$ cat config.mk
export PLATFORM = sky130hd
export DESIGN_NAME = control_unit
export DESIGN_NICKNAME = d
export VERILOG_FILES = /design/src/rtl/blueberry_pkg.sv /design/src/rtl/instr_decode.sv /design/src/rtl/control_unit.sv
export SDC_FILE = /design/constraint.sdc
export NUM_CORES = 1
export LEC_CHECK = 0
export ABC_AREA = 1
export BUFFER_PORTS_ARGS = -buffer_cell sky130_fd_sc_hd__buf_4
export CAP_MARGIN = 10
export CORE_UTILIZATION = 30
export CTS_CLUSTER_SIZE = 30
export DETAILED_ROUTE_END_ITERATION = 10
export PLACE_DENSITY = 0.55
export SYNTH_ARGS = -nofsm -noshare
export SYNTH_HDL_FRONTEND = slang
export SYNTH_SLANG_ARGS = --single-unit
$ cat constraint.sdc
create_clock -name CLKb -period 1.68 [get_ports CLKb]
set_clock_uncertainty 0.2 [all_clocks]
set_input_delay 0.168 -clock CLKb [delete_from_list [all_inputs] [get_ports CLKb]]
set_output_delay 0.168 -clock CLKb [all_outputs]
set_load 0.005 [all_outputs]
$ cat src/rtl/blueberry_pkg.sv
// rtl/blueberry_pkg.sv - shared encodings for the 10-bit datapath sequencer
package blueberry_pkg;

    localparam int INSTR_W = 10;
    localparam int OPC_LSB = 0;
    localparam int OPC_W   = 4;
    localparam int RX_LSB  = 4;
    localparam int RY_LSB  = 6;
    localparam int REG_W   = 2;

    typedef enum logic [3:0] {
        OP_LOAD = 4'b0000,
        OP_MOV  = 4'b0001,
        OP_ADD  = 4'b0010,
        OP_SUB  = 4'b0011,
        OP_XOR  = 4'b0100,
        OP_INV  = 4'b0101
    } opcode_t;

    typedef enum logic [1:0] {
        T0 = 2'd0,
        T1 = 2'd1,
        T2 = 2'd2,
        T3 = 2'd3
    } step_t;

    // PASS is zero so an idle controller drives ALUOP low.
    typedef enum logic [2:0] {
        ALU_PASS = 3'd0,
        ALU_ADD  = 3'd1,
        ALU_SUB  = 3'd2,
        ALU_XOR  = 3'd3,
        ALU_INV  = 3'd4
    } alu_op_t;

    typedef enum logic [2:0] {
        CLS_LOAD    = 3'd0,
        CLS_MOV     = 3'd1,
        CLS_ALU3    = 3'd2,
        CLS_ALU2    = 3'd3,
        CLS_ILLEGAL = 3'd4
    } instr_class_t;

endpackage

$ cat src/rtl/instr_decode.sv
// rtl/instr_decode.sv - combinational IR decode; XOR opcode legal only with CONTROL_UNIT_XOR_EN
module instr_decode
    import blueberry_pkg::*;
(
    input  logic [INSTR_W-1:0] i_ir,
    output instr_class_t       o_class,
    output logic [REG_W-1:0]   o_rx,
    output logic [REG_W-1:0]   o_ry,
    output alu_op_t            o_alu_op
);

    logic [OPC_W-1:0] w_opcode;
    logic             w_unused_rsvd;

    assign w_opcode      = i_ir[OPC_LSB +: OPC_W];
    assign o_rx          = i_ir[RX_LSB +: REG_W];
    assign o_ry          = i_ir[RY_LSB +: REG_W];
    assign w_unused_rsvd = ^i_ir[INSTR_W-1:RY_LSB+REG_W];

    always_comb begin
        o_class  = CLS_ILLEGAL;
        o_alu_op = ALU_PASS;
        case (w_opcode)
            OP_LOAD: o_class = CLS_LOAD;
            OP_MOV:  o_class = CLS_MOV;
            OP_ADD: begin
                o_class  = CLS_ALU3;
                o_alu_op = ALU_ADD;
            end
            OP_SUB: begin
                o_class  = CLS_ALU3;
                o_alu_op = ALU_SUB;
            end
`ifdef CONTROL_UNIT_XOR_EN
            OP_XOR: begin
                o_class  = CLS_ALU3;
                o_alu_op = ALU_XOR;
            end
`endif
            OP_INV: begin
                o_class  = CLS_ALU2;
                o_alu_op = ALU_INV;
            end
            default: o_class = CLS_ILLEGAL;
        endcase
    end

endmodule

$ cat src/rtl/control_unit.sv
// rtl/control_unit.sv - T0..T3 instruction sequencer driving register-file and ALU controls
// Optional XOR instruction enabled by CONTROL_UNIT_XOR_EN.
module control_unit
    import blueberry_pkg::*;
(
    input  logic               CLKb,
    input  logic               RSTb,
    input  logic [INSTR_W-1:0] INSTR,
    input  logic               PEXEC,
    output logic               ENW,
    output logic               ENR0,
    output logic               ENR1,
    output logic [REG_W-1:0]   WRA,
    output logic [REG_W-1:0]   RDA0,
    output logic [REG_W-1:0]   RDA1,
    output logic               EXT,
    output logic               LDA,
    output logic               LDG,
    output logic               GOUT,
    output logic [2:0]         ALUOP,
    output logic               DONE,
    output logic               ILLEGAL
);

    step_t              r_step;
    step_t              w_step_next;
    logic [INSTR_W-1:0] r_ir;
    instr_class_t       w_class;
    logic [REG_W-1:0]   w_rx;
    logic [REG_W-1:0]   w_ry;
    alu_op_t            w_alu_op;

    instr_decode u_decode (
        .i_ir     (r_ir),
        .o_class  (w_class),
        .o_rx     (w_rx),
        .o_ry     (w_ry),
        .o_alu_op (w_alu_op)
    );

    always_ff @(posedge CLKb or negedge RSTb) begin
        if (!RSTb) begin
            r_step <= T0;
            r_ir   <= '0;
        end else begin
            r_step <= w_step_next;
            if (r_step == T0 && PEXEC) begin
                r_ir <= INSTR;
            end
        end
    end

    // Outputs depend only on r_step and r_ir, so they settle right after the rising edge.
    always_comb begin
        w_step_next = r_step;
        ENW     = 1'b0;
        ENR0    = 1'b0;
        ENR1    = 1'b0;
        WRA     = '0;
        RDA0    = '0;
        RDA1    = '0;
        EXT     = 1'b0;
        LDA     = 1'b0;
        LDG     = 1'b0;
        GOUT    = 1'b0;
        ALUOP   = ALU_PASS;
        DONE    = 1'b0;
        ILLEGAL = 1'b0;
        case (r_step)
            T0: begin
                if (PEXEC) w_step_next = T1;
            end
            T1: begin
                w_step_next = T0;
                case (w_class)
                    CLS_LOAD: begin
                        EXT  = 1'b1;
                        ENW  = 1'b1;
                        WRA  = w_rx;
                        DONE = 1'b1;
                    end
                    CLS_MOV: begin
                        ENR1 = 1'b1;
                        RDA1 = w_ry;
                        ENW  = 1'b1;
                        WRA  = w_rx;
                        DONE = 1'b1;
                    end
                    CLS_ALU3: begin
                        ENR0        = 1'b1;
                        RDA0        = w_rx;
                        LDA         = 1'b1;
                        w_step_next = T2;
                    end
                    CLS_ALU2: begin
                        ENR1        = 1'b1;
                        RDA1        = w_ry;
                        ALUOP       = w_alu_op;
                        LDG         = 1'b1;
                        w_step_next = T2;
                    end
                    default: begin
                        DONE    = 1'b1;
                        ILLEGAL = 1'b1;
                    end
                endcase
            end
            T2: begin
                w_step_next = T0;
                if (w_class == CLS_ALU3) begin
                    ENR1        = 1'b1;
                    RDA1        = w_ry;
                    ALUOP       = w_alu_op;
                    LDG         = 1'b1;
                    w_step_next = T3;
                end else if (w_class == CLS_ALU2) begin
                    GOUT = 1'b1;
                    ENW  = 1'b1;
                    WRA  = w_rx;
                    DONE = 1'b1;
                end
            end
            T3: begin
                w_step_next = T0;
                GOUT = 1'b1;
                ENW  = 1'b1;
                WRA  = w_rx;
                DONE = 1'b1;
            end
            default: w_step_next = T0;
        endcase
    end

endmodule

# Word level (Yosys, flattened, before mapping)
# Index checks and enable logic that the tools add are counted.
# word_totals
regBits,10
output_inout_bits,18
input_bits,13
# classes
reduce_logical,9
eq_ne,11
n_mux,34
# op_table
op,count
2-to-1 mux 2 bit,10
one-hot mux 3 bit (4 select lines),1
2-to-1 mux 1 bit,11
one-hot mux 3 bit (3 select lines),1
== test 4 x 2 -> 1 bit (second input constant),2
one-hot mux 2 bit (4 select lines),1
OR reduction 2 bit,4
== test 3 x 2 -> 1 bit (second input constant),2
2-to-1 mux 3 bit,2
one-hot mux 1 bit (2 select lines),3
one-hot mux 1 bit (3 select lines),2
one-hot mux 2 bit (3 select lines),1
one-hot mux 3 bit (2 select lines),1
== test 2 bit (second input constant),2
== test 4 x 1 -> 1 bit (second input constant),1
== test 4 x 3 -> 1 bit (second input constant),1
logical NOT 4 bit,1
one-hot mux 2 bit (2 select lines),1
OR reduction 4 bit,1
== test 3 x 1 -> 1 bit (second input constant),1
logical NOT 3 bit,1
== test 2 x 1 -> 1 bit (second input constant),1
logical NOT 2 bit,1
inequality test 2 bit (second input constant),1
logical AND 1 bit,1

# Depth between registers and ports, before layout
# depth
depth_word,7
ltp_mapped,7
mapped_depth_nobuf,7

# Hierarchy
# Synthesis repeated with hierarchy kept, for this count alone.
# unflattened
hier_cells,110
area_unflattened_um2,864.6
# modules_own_cells
module,instances,cells_each,area_per_inst_um2,seq_area_each_um2
control_unit,1,89,765.7,300.3
instr_decode,1,21,98.8,0.0

# Least setup slack after synthesis
# No wires, ideal clock.
# synth_path
kind,reg-to-reg
startpoint,register r_step[0]
endpoint,register r_ir[7]
path_buffers,1
path_stages_with_launch,6
setup_time_ps,125
arrival_time_ps,1197
t_required_ps,1355
slack_ps,158
cell_sequence,dfrtp_1 inv_1 ha_1 nand2_1 buf_6 mux2_2
# synth_between
elab_chain_len,2
# synth_lines
element,line_no,rtl
start: declaration,control_unit.sv:25,step_t r_step;
start signal: assignment,control_unit.sv:46,r_step <= w_step_next;
logical NOT 2 bit,control_unit.sv:47,if (r_step == T0 && PEXEC) begin
logical AND 1 bit,control_unit.sv:47,
end signal: assignment,control_unit.sv:44,r_ir <= '0;
end signal: assignment,control_unit.sv:48,r_ir <= INSTR;
end: declaration,control_unit.sv:27,logic [INSTR_W-1:0] r_ir;
# Every way passes these cells.
# A chain may end at the register's enable or synchronous reset.

# Worst setup path in the final report
# layout_path
startpoint,register r_step[1]
endpoint,output RDA0[0]
# layout_between
elab_chain_len,2
# layout_lines
element,line_no,rtl
== test 2 x 1 -> 1 bit,control_unit.sv:69,case (r_step)
2-to-1 mux 2 bit,control_unit.sv:69,
end: declaration,control_unit.sv:14,"output logic [REG_W-1:0] RDA0,"
# Every way passes these cells.

==> summary.txt <==
Timing
  • Minimum clock period after layout: 1.850 ns
  • Slew Limit Fails: 0
  • Number of failing hold endpoints at the final stage: 0
  • Total Negative Setup Slacks: -1.665 ns
  • Setup violation total in the final timing report: 14
  • Worst slew slack as a fraction of its limit: 86.95%
  • Setup repair after global routing missed its margin: true
  • Worst setup slack after layout: -0.1703 ns
  • Tightest Pin Transition: 0.1951 ns
  • Max Clock Freq: 0.5404 GHz
  • Post-route clock period utilization: 110.1%

Die
  • Die area: 2459 sq um
  • Total core area: 2042 sq um
  • Top-level port count: 31
  • Die Y-Extent: 49.59 um
  • Die Wd: 49.59 um
  • Number of core rows: 16
  • Initial cell density of the core: 33.27%

Yosys
  • Flip-flop and latch count after synthesis: 10
  • Synth Cell Area: 679.4 sq um
  • Seq/Total Area, Yosys: 36.83%
  • Number of synthesized flops with an enable pin: 0
  • Average cell area after synthesis: 8.388 sq um
  • Gate count after technology mapping: 81
  • Ys flop type: dfrtp_1
  • Synthesized Nets: 99
  • Top-area cell type share of the netlist area: 36.83%
  • Number of warnings printed during yosys synthesis: 0
  • Leading cell types by total area after synthesis: dfrtp_1 (37%), ha_1 (9.2%), nor2_1 (8.3%)
  • Post-synthesis cell type count: 24
  • Fraction of synthesis flops using an asynchronous set or reset pin: 100.0%
  • Largest area contributor in the netlist: dfrtp_1

Pwr
  • Static leakage power: 0.6070 nW
  • VDD IR-drop max: 0.9274 mV
  • Cell area power density: 1572 nW/um^2

Clock tree
  • CTS root buf: clkbuf_4
  • Clk Latency, worst-skew pair: 0.26 ns
  • Total clock buffers created by CTS: 3
  • CTS tree: yes
  • H-tree level count: 1
  • Clock-pin slew on the worst setup and hold paths: 0.07 ns
  • Clock Tree Buf Depth: 2
  • Clock sink count: 10

Hold path
  • Type of the tightest min-delay check: primary input to async pin

Route
  • Average wire length per cell after detail routing: 11.60 um
  • Total wire length after detailed routing: 1833 um
  • Number of remaining DRC errors: 0
  • Drt via density: 4.576
  • Vias: 723
  • DR iter-0 viols: 4
  • Final antenna-violating net count: 0
  • Pre-antenna DRT Iters: 4

Layout
  • Net count of the finished layout: 150
  • Layout overhead on the synthesized area: 85.27%
  • Fraction of layout cells with a size suffix above 1: 62.60%
  • Diode count: 0
  • Total of fill cells in the finished design: 183

Worst setup path
  • Critical Path AT: 1.48 ns
  • Type of origin of the critical path: register
  • Type of element capturing the critical path: output pin
  • Critical-path maximum fanout: 6
  • Type of the worst setup path: register to output pin
  • Required time at the endpoint of the critical path: 1.31 ns

Place
  • Number of input and output port buffers inserted: 28
  • GPL Wtd Cong: 0.7829
  • DP Wirelength: 1278 um
  • Worst slack at placement: 0.02031 ns

GRT
  • Antenna violations before repair: 0
  • Overall fraction of global-route tracks in use: 15.38%
  • First-pass GRT wire length: 3015 um
  • Overall overflow remaining after global route: 0
  • Pin count of the biggest net entering global routing: 11
  • Via count of the first global-routing pass: 730

Job
  • Max-cap violation count: 0

Outcome
  • Run status: complete, but fails checks
  • Violations in the final reports: negative setup slack
-- power breakdown --
part	internal, mW	total, mW	switching, mW
registers	0.362	0.478	0.116
clock network	0.131	0.219	0.0879
logic	0.644	1.28	0.638
total	1.14	1.98	0.841
-- flip-flops by register name, indices dropped and copies added, names as in the netlist --
register	flops
r_ir	8
r_step	2
-- synthesized netlist by cell type, types with 2 or more instances --
master	number
ha_1	5
nor2_2	3
a21boi_1	2
nand2_1	8
mux2_2	3
nor2_1	15
dfrtp_1	10
nand3_1	4
a21oi_1	4
inv_1	10
nand3_2	2
nand2_2	3
-- per-stage QoR --
stage | area, sq um | hold WS (ns) | power (mW) | util [%] | cells
2_1_floorplan | 679.4 | -0.3276 | 0.9897 | - | 81
3_5_place_dp | 927.1 | -0.1879 | 1.297 | 45.40 | 137
4_1_cts | 1184 | 0.06025 | 1.824 | 57.97 | 156
6_report | 1259 | 0.07992 | 1.978 | 61.64 | 158
5_1_grt | 1259 | 0.09110 | 2.115 | 61.64 | 158
3_3_place_gp | 927.1 | -0.1917 | 1.275 | 45.40 | 137
-- cell families (layout without fill, tap and decap cells) --
logic type	Yosys count	in the layout	share of synthesized area, %
buffers and inverters	13	63	8.840
adder cells (fa/ha/maj)	5	5	9.208
multiplexers	4	4	6.629
AO/OA/AOI/OAI	10	10	9.024
AND/OR/NAND/NOR	39	39	29.47
flip-flops	10	10	36.83
-- final cells by class --
| type | instances | area (sq um) | share of cell area (%) |
|---|---|---|---|
| Tap cell | 27 | 33.78 | 2.684 |
| Multi-Input combinational cell | 58 | 491.7 | 39.07 |
| Timing Repair Buffer | 48 | 400.4 | 31.81 |
| Sequential cell | 10 | 252.7 | 20.08 |
| Clock buffer | 4 | 36.28 | 2.883 |
| Inverter | 11 | 43.79 | 3.479 |
-- metal layers --
metal / share of wire [%] / vias up / track usage, %
met2: 50 / 22 / 28.83
met1: 46 / 341 / 18.60
li1: - / 360 / -
met5: 0 / - / 0
met3: 4.5 / 0 / 1.852
met4: 0 / 0 / 2.857
-- critical path, stage by stage, from the launching register on --
cell and delay (ns):
dfrtp_1 0.39, inv_2 0.12, ha_4 0.17, inv_4 0.04, buf_6 0.13, buf_4 0.13, nor3_2 0.11, buf_4 0.13
-- path summary, 6_finish.rpt --
kind / slack [ns] / depth (start not counted) / endpoint / startpoint
max in group asynchronous: 1.04 / 2 / r_ir[3]$_DFFE_PN0P_ / RSTb
worst max register to register: 0.19 / 4 / r_ir[6]$_DFFE_PN0P_ / r_step[0]$_DFFE_PN0P_
min in group CLKb: 0.32 / 1 / r_ir[6]$_DFFE_PN0P_ / r_ir[6]$_DFFE_PN0P_
worst max-delay path: -0.17 / 7 / RDA0[0] / r_step[1]$_DFFE_PN0P_
worst min-delay path: 0.08 / 2 / r_ir[7]$_DFFE_PN0P_ / RSTb
worst min register to register: 0.32 / 1 / r_ir[6]$_DFFE_PN0P_ / r_ir[6]$_DFFE_PN0P_
-- what timing repair did --
action                                 4_1_cts  5_1_grt
hold buffers                                10        0
pin swaps                                    9       12
resized for setup                           22       16
endpoints found under the hold margin       19        0
setup endpoints to repair                   18       18
setup buffers                                5        2
-- layout by cell type (no fill, tap or decap), drive strengths merged, types with 2 or more instances in the layout --
cell	Yosys	routed
a21boi	2	2
a21oi	4	4
buf	2	38
clkbuf	0	4
dfrtp	10	10
dlygate4sd3	0	10
ha	5	5
inv	11	11
mux2	4	4
nand2	11	11
nand3	6	6
nor2	19	19
(Power assumes the default switching activity.)
